[config.mk]
export PLATFORM = sky130hd
export DESIGN_NAME = mmio_hub_flat
export DESIGN_NICKNAME = d
export VERILOG_FILES = /design/src/rtl/mmio_hub_if.sv /design/src/rtl/mmio_hub.sv /design/src/flat_wrapper.sv
export SDC_FILE = /design/constraint.sdc
export NUM_CORES = 1
export LEC_CHECK = 0
export ABC_AREA = 1
export CORE_MARGIN = 2
export CORE_UTILIZATION = 35
export CTS_CLUSTER_SIZE = 25
export DETAILED_ROUTE_END_ITERATION = 10
export PLACE_DENSITY = 0.56
export SLEW_MARGIN = 5
export SYNTH_ARGS = -nofsm -noshare
export SYNTH_HDL_FRONTEND = slang
export SYNTH_SLANG_ARGS = --single-unit
[constraint.sdc]
create_clock -name clock -period 1.9 [get_ports clock]
set_input_delay 0.19 -clock clock [delete_from_list [all_inputs] [get_ports clock]]
set_output_delay 0.19 -clock clock [all_outputs]
set_load 0.01 [all_outputs]
[src/rtl/mmio_hub_if.sv]
// Register bus between a CPU-side master and mmio_hub.
// Requests are one per cycle: io_cs && io_read (or io_write) is a request,
// there is no stall. io_rvalid is a one-cycle pulse exactly one cycle after
// each accepted read and qualifies io_rdata.
interface mmio_hub_if #(
  parameter int AW = 4
) ();
  logic          io_cs;
  logic          io_read;
  logic          io_write;
  logic [AW-1:0] io_addr;
  logic [31:0]   io_wdata;
  logic [31:0]   io_rdata;
  logic          io_rvalid;

  modport master (
    output io_cs, io_read, io_write, io_addr, io_wdata,
    input  io_rdata, io_rvalid
  );

  modport slave (
    input  io_cs, io_read, io_write, io_addr, io_wdata,
    output io_rdata, io_rvalid
  );
endinterface

[src/rtl/mmio_hub.sv]
// Memory-mapped LED/switch hub: per channel LED, debounced SW, sticky EDGE
// flags (W1C) and CTRL (irq enable, LED mirror), with a registered read port.
module mmio_hub #(
  parameter int NCH       = 3,
  parameter int CH_W      = 8,
  parameter int DB_CYCLES = 4
) (
  input  logic                clock,
  input  logic                rst,
  mmio_hub_if.slave           bus,
  input  logic [NCH*CH_W-1:0] switch_i,
  output logic [NCH*CH_W-1:0] leds_o,
  output logic                irq
);

  localparam int AW    = $clog2(NCH) + 2;
  localparam int CNT_W = (DB_CYCLES > 1) ? $clog2(DB_CYCLES) : 1;
  // The counter holds the run length minus one, so it saturates at DB_CYCLES-1.
  localparam logic [CNT_W-1:0] CNT_MAX = CNT_W'(DB_CYCLES - 1);

  localparam logic [1:0] REG_LED  = 2'd0;
  localparam logic [1:0] REG_SW   = 2'd1;
  localparam logic [1:0] REG_EDGE = 2'd2;
  localparam logic [1:0] REG_CTRL = 2'd3;

  logic [NCH*CH_W-1:0] sync1_q, sync1_d;
  logic [NCH*CH_W-1:0] sync2_q, sync2_d;
  logic [NCH*CH_W-1:0] prev_q,  prev_d;
  logic [CNT_W-1:0]    cnt_q  [NCH];
  logic [CNT_W-1:0]    cnt_d  [NCH];
  logic [CH_W-1:0]     sw_q   [NCH];
  logic [CH_W-1:0]     sw_d   [NCH];
  logic [CH_W-1:0]     edge_q [NCH];
  logic [CH_W-1:0]     edge_d [NCH];
  logic [CH_W-1:0]     led_q  [NCH];
  logic [CH_W-1:0]     led_d  [NCH];
  logic [1:0]          ctrl_q [NCH];
  logic [1:0]          ctrl_d [NCH];
  logic [NCH*CH_W-1:0] leds_q, leds_d;
  logic [31:0]         rdata_q, rdata_d;
  logic                rvalid_q, rvalid_d;
  logic                irq_q, irq_d;

  logic [AW-1:0] addr;
  logic [1:0]    reg_sel;
  int            ch_idx;
  logic          rd_en;
  logic          wr_en;
  logic          unused_wdata;

  assign addr         = bus.io_addr;
  assign reg_sel      = addr[1:0];
  assign ch_idx       = int'(addr >> 2);
  assign rd_en        = bus.io_cs & bus.io_read;
  assign wr_en        = bus.io_cs & bus.io_write;
  assign unused_wdata = &{1'b0, bus.io_wdata};

  // Synchroniser plus per-channel stability counter; SW follows the sample
  // only after it has held for DB_CYCLES consecutive cycles.
  always_comb begin
    sync1_d = switch_i;
    sync2_d = sync1_q;
    prev_d  = sync2_q;
    for (int c = 0; c < NCH; c++) begin
      if (sync2_q[c*CH_W +: CH_W] != prev_q[c*CH_W +: CH_W]) begin
        cnt_d[c] = '0;
      end else if (cnt_q[c] != CNT_MAX) begin
        cnt_d[c] = cnt_q[c] + 1'b1;
      end else begin
        cnt_d[c] = cnt_q[c];
      end
      if (cnt_d[c] == CNT_MAX) begin
        sw_d[c] = sync2_q[c*CH_W +: CH_W];
      end else begin
        sw_d[c] = sw_q[c];
      end
    end
  end

  // Register writes; a fresh SW change overrides a same-cycle W1C on EDGE.
  always_comb begin
    for (int c = 0; c < NCH; c++) begin
      led_d[c]  = led_q[c];
      ctrl_d[c] = ctrl_q[c];
      edge_d[c] = edge_q[c];
      if (wr_en && (ch_idx == c)) begin
        case (reg_sel)
          REG_LED:  led_d[c]  = bus.io_wdata[CH_W-1:0];
          REG_EDGE: edge_d[c] = edge_q[c] & ~bus.io_wdata[CH_W-1:0];
          REG_CTRL: ctrl_d[c] = bus.io_wdata[1:0];
          default:  ;
        endcase
      end
      edge_d[c] = edge_d[c] | (sw_d[c] ^ sw_q[c]);
    end
  end

  // Read port returns pre-write state; unmapped channels read as zero.
  always_comb begin
    rdata_d  = rdata_q;
    rvalid_d = 1'b0;
    if (rd_en) begin
      rvalid_d = 1'b1;
      rdata_d  = '0;
      for (int c = 0; c < NCH; c++) begin
        if (ch_idx == c) begin
          case (reg_sel)
            REG_LED:  rdata_d = 32'(led_q[c]);
            REG_SW:   rdata_d = 32'(sw_q[c]);
            REG_EDGE: rdata_d = 32'(edge_q[c]);
            REG_CTRL: rdata_d = {30'b0, ctrl_q[c]};
            default:  rdata_d = '0;
          endcase
        end
      end
    end
  end

  always_comb begin
    leds_d = '0;
    irq_d  = 1'b0;
    for (int c = 0; c < NCH; c++) begin
      leds_d[c*CH_W +: CH_W] = ctrl_q[c][1] ? sw_q[c] : led_q[c];
      irq_d = irq_d | (ctrl_q[c][0] & (|edge_q[c]));
    end
  end

  always_ff @(posedge clock) begin
    if (rst) begin
      sync1_q  <= '0;
      sync2_q  <= '0;
      prev_q   <= '0;
      leds_q   <= '0;
      rdata_q  <= '0;
      rvalid_q <= 1'b0;
      irq_q    <= 1'b0;
      for (int c = 0; c < NCH; c++) begin
        cnt_q[c]  <= '0;
        sw_q[c]   <= '0;
        edge_q[c] <= '0;
        led_q[c]  <= '0;
        ctrl_q[c] <= '0;
      end
    end else begin
      sync1_q  <= sync1_d;
      sync2_q  <= sync2_d;
      prev_q   <= prev_d;
      leds_q   <= leds_d;
      rdata_q  <= rdata_d;
      rvalid_q <= rvalid_d;
      irq_q    <= irq_d;
      for (int c = 0; c < NCH; c++) begin
        cnt_q[c]  <= cnt_d[c];
        sw_q[c]   <= sw_d[c];
        edge_q[c] <= edge_d[c];
        led_q[c]  <= led_d[c];
        ctrl_q[c] <= ctrl_d[c];
      end
    end
  end

  assign leds_o        = leds_q;
  assign irq           = irq_q;
  assign bus.io_rdata  = rdata_q;
  assign bus.io_rvalid = rvalid_q;

endmodule

[src/flat_wrapper.sv]
// flat-port wrapper written by rule: the top's interface ports become plain ports
module mmio_hub_flat 
#(
  parameter int NCH       = 3,
  parameter int CH_W      = 8,
  parameter int DB_CYCLES = 4
)
  (clock, rst, switch_i, leds_o, irq, bus_io_cs, bus_io_read, bus_io_write, bus_io_addr, bus_io_wdata, bus_io_rdata, bus_io_rvalid);
  mmio_hub_if bus_i ();
  input  logic clock;
  input  logic rst;
  input  logic [NCH*CH_W-1:0] switch_i;
  output logic [NCH*CH_W-1:0] leds_o;
  output logic irq;
  input wire logic [$bits(bus_i.io_cs)-1:0] bus_io_cs;
  input wire logic [$bits(bus_i.io_read)-1:0] bus_io_read;
  input wire logic [$bits(bus_i.io_write)-1:0] bus_io_write;
  input wire logic [$bits(bus_i.io_addr)-1:0] bus_io_addr;
  input wire logic [$bits(bus_i.io_wdata)-1:0] bus_io_wdata;
  output wire logic [$bits(bus_i.io_rdata)-1:0] bus_io_rdata;
  output wire logic [$bits(bus_i.io_rvalid)-1:0] bus_io_rvalid;
  assign bus_i.io_cs = bus_io_cs;
  assign bus_i.io_read = bus_io_read;
  assign bus_i.io_write = bus_io_write;
  assign bus_i.io_addr = bus_io_addr;
  assign bus_i.io_wdata = bus_io_wdata;
  assign bus_io_rdata = bus_i.io_rdata;
  assign bus_io_rvalid = bus_i.io_rvalid;
  mmio_hub #(.NCH(NCH), .CH_W(CH_W), .DB_CYCLES(DB_CYCLES)) u_core (.clock(clock), .rst(rst), .bus(bus_i), .switch_i(switch_i), .leds_o(leds_o), .irq(irq));
endmodule
==> results of run 1 <==
per-stage QoR:
step	std cells	TNS [ns]	power, W
4_1_cts	1485	0	0.00853
2_1_floorplan	1128	0	0.00466
5_1_grt	1485	0	0.00878
3_5_place_dp	1454	-0.131	0.00490
6_report	1487	0	0.00843
3_3_place_gp	1454	-0.166	0.00490
where the power goes:
| part | switching [W] | internal, W | total (W) | leakage, nW |
|---|---|---|---|---|
| combinational | 0.000423 | 0.000255 | 0.000679 | 2.24 |
| clock | 0.00162 | 0.00200 | 0.00362 | 0.288 |
| sequential | 0.0000526 | 0.00408 | 0.00413 | 1.55 |
| total | 0.00209 | 0.00634 | 0.00843 | 4.08 |
logic make-up after synthesis:
kind of cell	count (synthesis)	share of synthesized area, %
and+or+nand+nor	423	23.8
buffers and inverters	273	14.6
AOI/OAI and AO/OA	218	14.4
DFF	190	47.1
other	1	0.0464
critical path, stage by stage, from the launching register on:
cell,delay [ns]
dfxtp_1,0.39
inv_1,0.10
nand2_1,0.07
nand2_1,0.04
nor2_1,0.13
nand2_1,0.16
nor2_4,0.34
nand4_1,0.14
nand3_1,0.11
nand2_1,0.05
inv_1,0.04
cells in the final DEF (no fill, tap or decap), types with 24 or more instances in the layout:
cell and count:
nand3_1 39, clkdlybuf4s50_1 73, nand2_1 164, a21oi_1 66
conb_1 24, nor2_1 131, buf_4 34, inv_1 180
o21ai_0 105, dfxtp_1 190, nand4_1 52
synth_stat cells, drive strengths merged:
| cell type | instances |
|---|---|
| o22ai | 13 |
| o221ai | 7 |
| nor3 | 3 |
| clkbuf | 26 |
| nand2 | 176 |
| inv | 202 |
| a21oi | 66 |
| nand4 | 52 |
| o21ai | 132 |
| conb | 1 |
| dfxtp | 190 |
| buf | 44 |
| nand3 | 39 |
| nor2 | 153 |
| clkinv | 1 |
flip-flops by register name, summed over array words and instances, names as in the netlist:
| signal | count |
|---|---|
| u_core.prev_d | 24 |
| u_core.cnt_q | 6 |
| u_core.sync1_q | 24 |
| u_core.bus.io_rvalid | 1 |
| u_core.bus.io_rdata | 8 |
| u_core.led_q | 24 |
| u_core.prev_q | 24 |
| u_core.sw_q | 24 |
| u_core.irq | 1 |
| u_core.edge_q | 24 |
| u_core.ctrl_q | 6 |
| u_core.leds_o | 24 |
per-layer routing:
layer / GRT usage [%] / part of all wire, % / vias up
met5: 0 / 0 / -
met4: 5.81 / 2.2 / 0
met3: 4.08 / 5.5 / 26
met2: 27.8 / 46 / 188
met1: 23.7 / 46 / 3160
li1: - / - / 3622
worst max-delay path by stage:
stage               cells past startpoint         startpoint                      to  slack, ns
floorplan                              10  u_core.prev_d[21]      u_core.sw_q[0][21]       0.52
global placement                       10     bus_io_addr[0]  u_core.bus.io_rdata[7]      -0.15
detailed placement                     10     bus_io_addr[0]  u_core.bus.io_rdata[7]      -0.10
CTS                                    10   u_core.prev_d[1]     u_core.edge_q[0][4]       0.25
global route                           10   u_core.prev_d[1]     u_core.edge_q[0][0]       0.07
finish                                 10   u_core.prev_d[1]     u_core.edge_q[0][5]       0.28
cell type report:
class / instances / area share (%)
inverter: 203 / 7.80
multi-input combinational: 665 / 32.6
timing repair buffer: 111 / 10.9
tap: 285 / 3.65
clock inverter: 13 / 1.59
sequential: 190 / 38.9
clock buffer: 18 / 4.50
antenna: 2 / 0.0512
==> flow_summary.yaml, run 1 <==
floorplan:
  io_pins: 123
  die_h_um: 156
  num_rows: 55
  core_um2: 22600
  start_util_pct: 35.7
  die_width_um: 156
  die_area_um2: 24300
sta:
  worst_pin_slew_ns: 0.574
  holdWs_ns: 0.258
  skew_ns: 0.00830
  max_freq_ghz: 0.617
  slew-limit-headroom_pct: 61.7
  fin_ws_ns: 0.278
  hold_viol_final: 0
  setup_viol: 0
  grt_setup_unrepaired: "no"
  drv_slew: 0
  min_period_ns: 1.62
  finalCritPeriodShare_pct: 85.4
placed_design:
  dpl_cell_area_um2: 9170
  place_ws_ns: -0.105
  dpl.hpwl_um: 15200
  place_congestion: 0.912
  io_buffers: 74
finish:
  synthToLayoutAreaGrowth_pct: 20.9
  fin_util_pct: 43.2
  seqCellArea_um2: 3800
  drive_gt1_share_pct: 11.5
  fin_nets: 1253
  design_area_um2: 9770
  multiInputGateArea_um2: 3180
  fillers: 2319
clock_network:
  h-tree-depth: 4
  cts.path.max_buffers: 2
  cts_setup_buffers: 0
  cts.sinks: 190
  clkLatencyLatePin_ns: 0.43
  cts.hold.buffers_added: 0
  cts_tree: "yes"
  clockRootBuffer: "clkbuf_16"
  path_clk_slew_ns: 0.07
  cts_resized: 0
  cts_buffers: 17
pwr:
  p_leak_nw: 4.08
  p_per_area_nw_per_um2: 863
  irDropWorstVdd_uv: 596
worst_setup_path:
  required_ns: 2.28
  rr_endpoint: "u_core.edge_q[0][5]"
  crit_path_max_fanout: 17
  rrSetupSlack_ns: 0.28
  critical_path_class: "register to register"
  critPathLaunchType: "register"
  worstRegToRegCells: 10
  r2r-start: "u_core.prev_d[1]"
  cp_data_arrival_time_ns: 2.00
  endpoint_kind: "register"
min_path:
  hold_path_class: "primary input to register"
  whs_path_depth: 4
  hp-start: "rst"
  min_to: "u_core.edge_q[0][10]"
yosys:
  synthTopCellsByArea: "dfxtp_1 (47%), inv_1 (8.4%), nand2_1 (7.6%), o21ai_0 (6.5%), nor2_1 (6.1%)"
  syn_inst: 1105
  seq_area_frac_synth_pct: 47.1
  yosys_register_bits: 190
  synth.top_cell.area_share_pct: 47.1
  ys_types: 24
  ys_warn_count: 0
  synth_top_cell_by_area: "dfxtp_1"
  mappedNetlistArea_um2: 8080
  syn_avg_cell_area_um2: 7.31
drt:
  wl_per_cell_um: 14.0
  num_vias: 6996
  drtIter0Drc: 495
  drt_wl_total_um: 20800
  drc: 0
  ant_nets: 0
  viasPerCell: 4.70
  drtPass1Iterations: 5
global_route:
  grt_max_degree: 108
  antenna_found_initial: 2
  grt_pass1_wl_um: 33200
  first_global_vias: 6326
  grtUsageTotal_pct: 17.6
  overflow: 0
status:
  status: "completed"
job:
  drv_cap: 0
Power figures use the tool's default switching activity.
==> run 2: changes to the inputs <==
Settings changed: CORE_ASPECT_RATIO set to 0.5.
==> flow_summary.yaml, run 2 (synthesis results as in run 1) <==
floorplan:
  io_pins: 123
  num_rows: 39
  die_width_um: 219
  die_h_um: 111
  die_area_um2: 24400
  start_util_pct: 35.5
  core_um2: 22700
worst_setup_path:
  crit_path_max_fanout: 17
  cp_data_arrival_time_ns: 2.06
  critical_path_class: "register to register"
  required_ns: 2.29
  critPathLaunchType: "register"
  endpoint_kind: "register"
finish:
  fillers: 2367
  antenna_cells: 0
  layout_common_cells: "dfxtp_1 (190), inv_1 (180), nand2_1 (164)"
  synthToLayoutAreaGrowth_pct: 21.2
  layoutNonFillerInstCount: 1514
  layout_commonest_cell: "dfxtp_1"
  fin_nets: 1259
  drive_gt1_share_pct: 11.9
sta:
  max_freq_ghz: 0.599
  worst_pin_slew_ns: 0.591
  slew-limit-headroom_pct: 60.6
  grt_setup_unrepaired: "no"
  drv_slew: 0
  skew_ns: 0.0107
  finalCritPeriodShare_pct: 87.9
  setup_viol: 0
  hold_viol_final: 0
  min_period_ns: 1.67
placed_design:
  place_congestion: 0.868
  dpl.hpwl_um: 15700
  dpl.cell_count: 1482
  io_buffers: 74
clock_network:
  cts.path.max_buffers: 2
  path_clk_slew_ns: 0.07
  clkLatencyLatePin_ns: 0.44
  cts_tree: "yes"
  cts.hold.buffers_added: 0
  cts_resized: 0
  cts.sinks: 190
  cts_setup_buffers: 0
  cts_buffers: 17
  clockRootBuffer: "clkbuf_16"
  h-tree-depth: 4
drt:
  viasPerCell: 4.68
  drc: 0
  wl_per_cell_um: 14.3
  drtIter0Drc: 517
  drt_wl_total_um: 21600
  drtPass1Iterations: 5
  ant_nets: 0
  num_vias: 7091
job:
  drv_cap: 0
min_path:
  hold_path_class: "primary input to register"
pwr:
  power_w: 0.00834
  irDropWorstVdd_uv: 490
  p_per_area_nw_per_um2: 852
  p_leak_nw: 4.09
status:
  status: "completed"
global_route:
  overflow: 0
  grt_pass1_wl_um: 34800
  grt_max_degree: 108
  antenna_found_initial: 0
  grtUsageTotal_pct: 18.4
  first_global_vias: 6567
## run 2: cell count changes in the layout (fill, tap and decap cells not counted), sizes merged
| cell | change |
|---|---|
| buf | +6 |
| bufinv | -1 |
| inv | -4 |
| clkinv | +4 |
| clkbuf | +2 |
| diode | -2 |
## run 2: final timing paths
path | startpoint | end | slack, ns | cells past startpoint
worst min-delay path | switch_i[15] | u_core.sync1_q[15] | 0.25 | 3
worst max register to register | u_core.prev_d[0] | u_core.edge_q[0][4] | 0.23 | 10
worst max-delay path | u_core.prev_d[0] | u_core.edge_q[0][4] | 0.23 | 10
worst min register to register | u_core.sync1_q[22] | u_core.prev_d[22] | 0.40 | 2
## run 2: worst max-delay path: stages (launching register included)
cell     delay (ns)
dfxtp_1        0.39
inv_2          0.07
nand2_1        0.06
nand2_1        0.05
nor2_1         0.16
nand2_1        0.16
nor2_4         0.35
nand4_1        0.15
nand3_1        0.11
nand2_1        0.06
inv_1          0.06
## run 2: area by class of cell
type	count	area [µm²]	share of cell area [%]
clock inverters	12	109	1.11
multi-input cells	665	3180	32.5
inverters	203	762	7.78
repair buffers	117	1090	11.1
well taps	307	384	3.92
flip-flops and latches	190	3800	38.8
clock buffers	20	467	4.77
## run 2: through the flow
| step | util (%) | TNS [ns] | cell area [µm²] | hold slack, ns | setup WS, ns |
|---|---|---|---|---|---|
| after CTS | 43.1 | 0 | 9790 | 0.241 | 0.237 |
| after global routing | 43.1 | 0 | 9790 | 0.247 | 0.0430 |
| after floorplan | - | 0 | 8170 | 0.297 | 0.518 |
| after global placement | 40.5 | -0.300 | 9220 | 0.393 | -0.0947 |
| final | 43.1 | 0 | 9790 | 0.255 | 0.230 |
| after detailed placement | 40.5 | -0.368 | 9220 | 0.392 | -0.0941 |
## run 2: power by group
group | internal [W] | total, W | switching [W]
Sequential | 0.00408 | 0.00413 | 0.0000540
Clock | 0.00192 | 0.00352 | 0.00160
Combinational | 0.000257 | 0.000689 | 0.000432
Total | 0.00625 | 0.00834 | 0.00209
## run 2: routing by layer
metal	part of all wire, %	GRT usage, %	up-vias
met5	0	0	-
met4	1.7	6.31	0
met3	5.5	4.23	22
met2	43	27.7	175
met1	49	25.9	3255
li1	-	-	3639
==> run 3: changes to the inputs <==
Settings changed: ABC_AREA 1 to not set.
==> flow_summary.yaml, run 3 <==
yosys:
  synthTopCellsByArea: "dfxtp_1 (49%), mux2i_1 (8.4%), nor2b_1 (7.6%), xor2_1 (5.4%), nor2_1 (3.5%)"
  synth.most_common_cell: "dfxtp_1"
  synth_edf_count: 0
  synth_top_cell_by_area: "dfxtp_1"
  synthArstFlopShare_pct: 0
  ys_warn_count: 0
  mappedNetlistArea_um2: 7770
  synthFlopType: "dfxtp_1"
  syn_avg_cell_area_um2: 9.87
  syn_inst: 787
  synth.top_cell.area_share_pct: 49.0
  synth_common_cells: "dfxtp_1 (190), nor2b_1 (94), nor2_1 (73)"
  yosys_register_bits: 190
  seq_area_frac_synth_pct: 49.0
  ys_types: 42
clock_network:
  cts_setup_buffers: 0
  h-tree-depth: 4
  cts.sinks: 190
  cts.path.max_buffers: 2
  cts_buffers: 17
  clockRootBuffer: "clkbuf_16"
  cts_resized: 0
  path_clk_slew_ns: 0.07
  cts.hold.buffers_added: 0
  cts_tree: "yes"
  clkLatencyLatePin_ns: 0.44
floorplan:
  start_util_pct: 35.8
  core_um2: 21700
  die_h_um: 109
  die_width_um: 215
  die_area_um2: 23500
  io_pins: 123
  num_rows: 38
sta:
  max_freq_ghz: 0.615
  holdWs_ns: 0.140
  finalCritPeriodShare_pct: 85.6
  drv_slew: 0
  hold_viol_final: 0
  min_period_ns: 1.63
  setup_viol: 0
  tns_ns: 0
  skew_ns: 0.0163
  fin_ws_ns: 0.273
  grt_setup_unrepaired: "no"
drt:
  drc: 0
  drtIter0Drc: 370
  ant_nets: 0
  num_vias: 5679
  drt_wl_total_um: 19900
  wl_per_cell_um: 16.7
  viasPerCell: 4.78
  drtPass1Iterations: 5
worst_setup_path:
  required_ns: 2.22
  path_cells: "xor2_1 > nor4_4 > nand3_2 > mux2_1"
  critPathLaunchType: "register"
  endpoint_kind: "register"
  critical_path_class: "register to register"
  worstRegToRegCells: 4
  crit_family: "simple AND/OR/NAND/NOR gates"
  cpMaxStageDelayCell: "mux2_1"
  cpPeakStageDelay_ns: 0.38
  crit_path_max_fanout: 8
  worst-path-buf-inv: 0
  worstSetupPathDepth: 4
  cp_data_arrival_time_ns: 1.95
global_route:
  overflow: 0
  grtUsageTotal_pct: 17.3
  grt_pass1_wl_um: 30600
  first_global_vias: 5445
  antenna_found_initial: 0
  grt_max_degree: 52
finish:
  fin_util_pct: 44.3
  antenna_cells: 0
  drive_gt1_share_pct: 12.0
  multiInputGateArea_um2: 3630
  layout_commonest_cell: "dfxtp_1"
  layout_common_cells: "dfxtp_1 (190), nor2b_1 (94), nor2_1 (73), clkdlybuf4s50_1 (73), mux2i_1 (65)"
  fin_nets: 940
  seqCellArea_um2: 3800
  fillers: 2066
  synthToLayoutAreaGrowth_pct: 24.0
min_path:
  hold_path_class: "primary input to register"
  whs_path_depth: 2
pwr:
  irDropWorstVdd_uv: 617
  p_per_area_nw_per_um2: 894
  p_leak_nw: 3.96
placed_design:
  place_ws_ns: -0.0527
  place_congestion: 0.864
  io_buffers: 74
  dpl.hpwl_um: 15100
status:
  status: "completed"
job:
  drv_cap: 0
## run 3: report_power, final
part           internal, W  switching, W
Clock              0.00214       0.00171
Sequential         0.00406     0.0000538
Combinational     0.000292      0.000349
## run 3: layer usage
metal / up-vias / wire [µm] / global-route usage [%] / part of all wire [%]
met5: - / 0 / 0 / 0
met4: 0 / 215 / 4.86 / 1.1
met3: 20 / 1160 / 4.18 / 5.8
met2: 157 / 7890 / 24.5 / 40
met1: 2667 / 10600 / 25.9 / 53
li1: 2835 / - / - / -
## run 3: final cells by class
class / instances / share of cell area [%]
inverter: 14 / 0.546
sequential: 190 / 39.5
timing repair buffer: 118 / 11.7
tap: 300 / 3.90
multi-input combinational: 534 / 37.7
clock buffer: 17 / 4.42
clock inverter: 15 / 2.31
## run 3: cells by family after synthesis
logic type | after synthesis | share of synthesized area, %
other | 1 | 0.0483
AND/OR/NAND/NOR | 258 | 18.8
multiplexers | 94 | 12.9
XOR/XNOR | 48 | 5.41
AO/OA/AOI/OAI | 110 | 8.46
buffers and inverters | 86 | 5.41
flip-flops | 190 | 49.0
## run 3: worst reg2reg max path: cells and delay by family, from the launching register on
kind	cells	cell delay, ns
and+or+nand+nor	2	0.61
xor gates and xnor gates	1	0.18
DFF	1	0.35
muxes	1	0.38
## run 3: path summary, 6_finish.rpt
| kind | startpoint | to | slack (ns) |
|---|---|---|---|
| min | rst | u_core.prev_d[23] | 0.14 |
| max reg2reg | u_core.prev_d[2] | u_core.sw_q[0][2] | 0.27 |
| min reg2reg | u_core.sync1_q[0] | u_core.prev_d[0] | 0.44 |
| max | u_core.prev_d[2] | u_core.sw_q[0][2] | 0.27 |
## run 3: stage by stage
stage          power, W  area [µm²]  cells
2_1_floorplan   0.00459        7860    810
3_3_place_gp    0.00484        8980   1156
3_5_place_dp    0.00485        8980   1156
4_1_cts         0.00869        9630   1188
5_1_grt         0.00896        9630   1188
6_report        0.00861        9630   1188
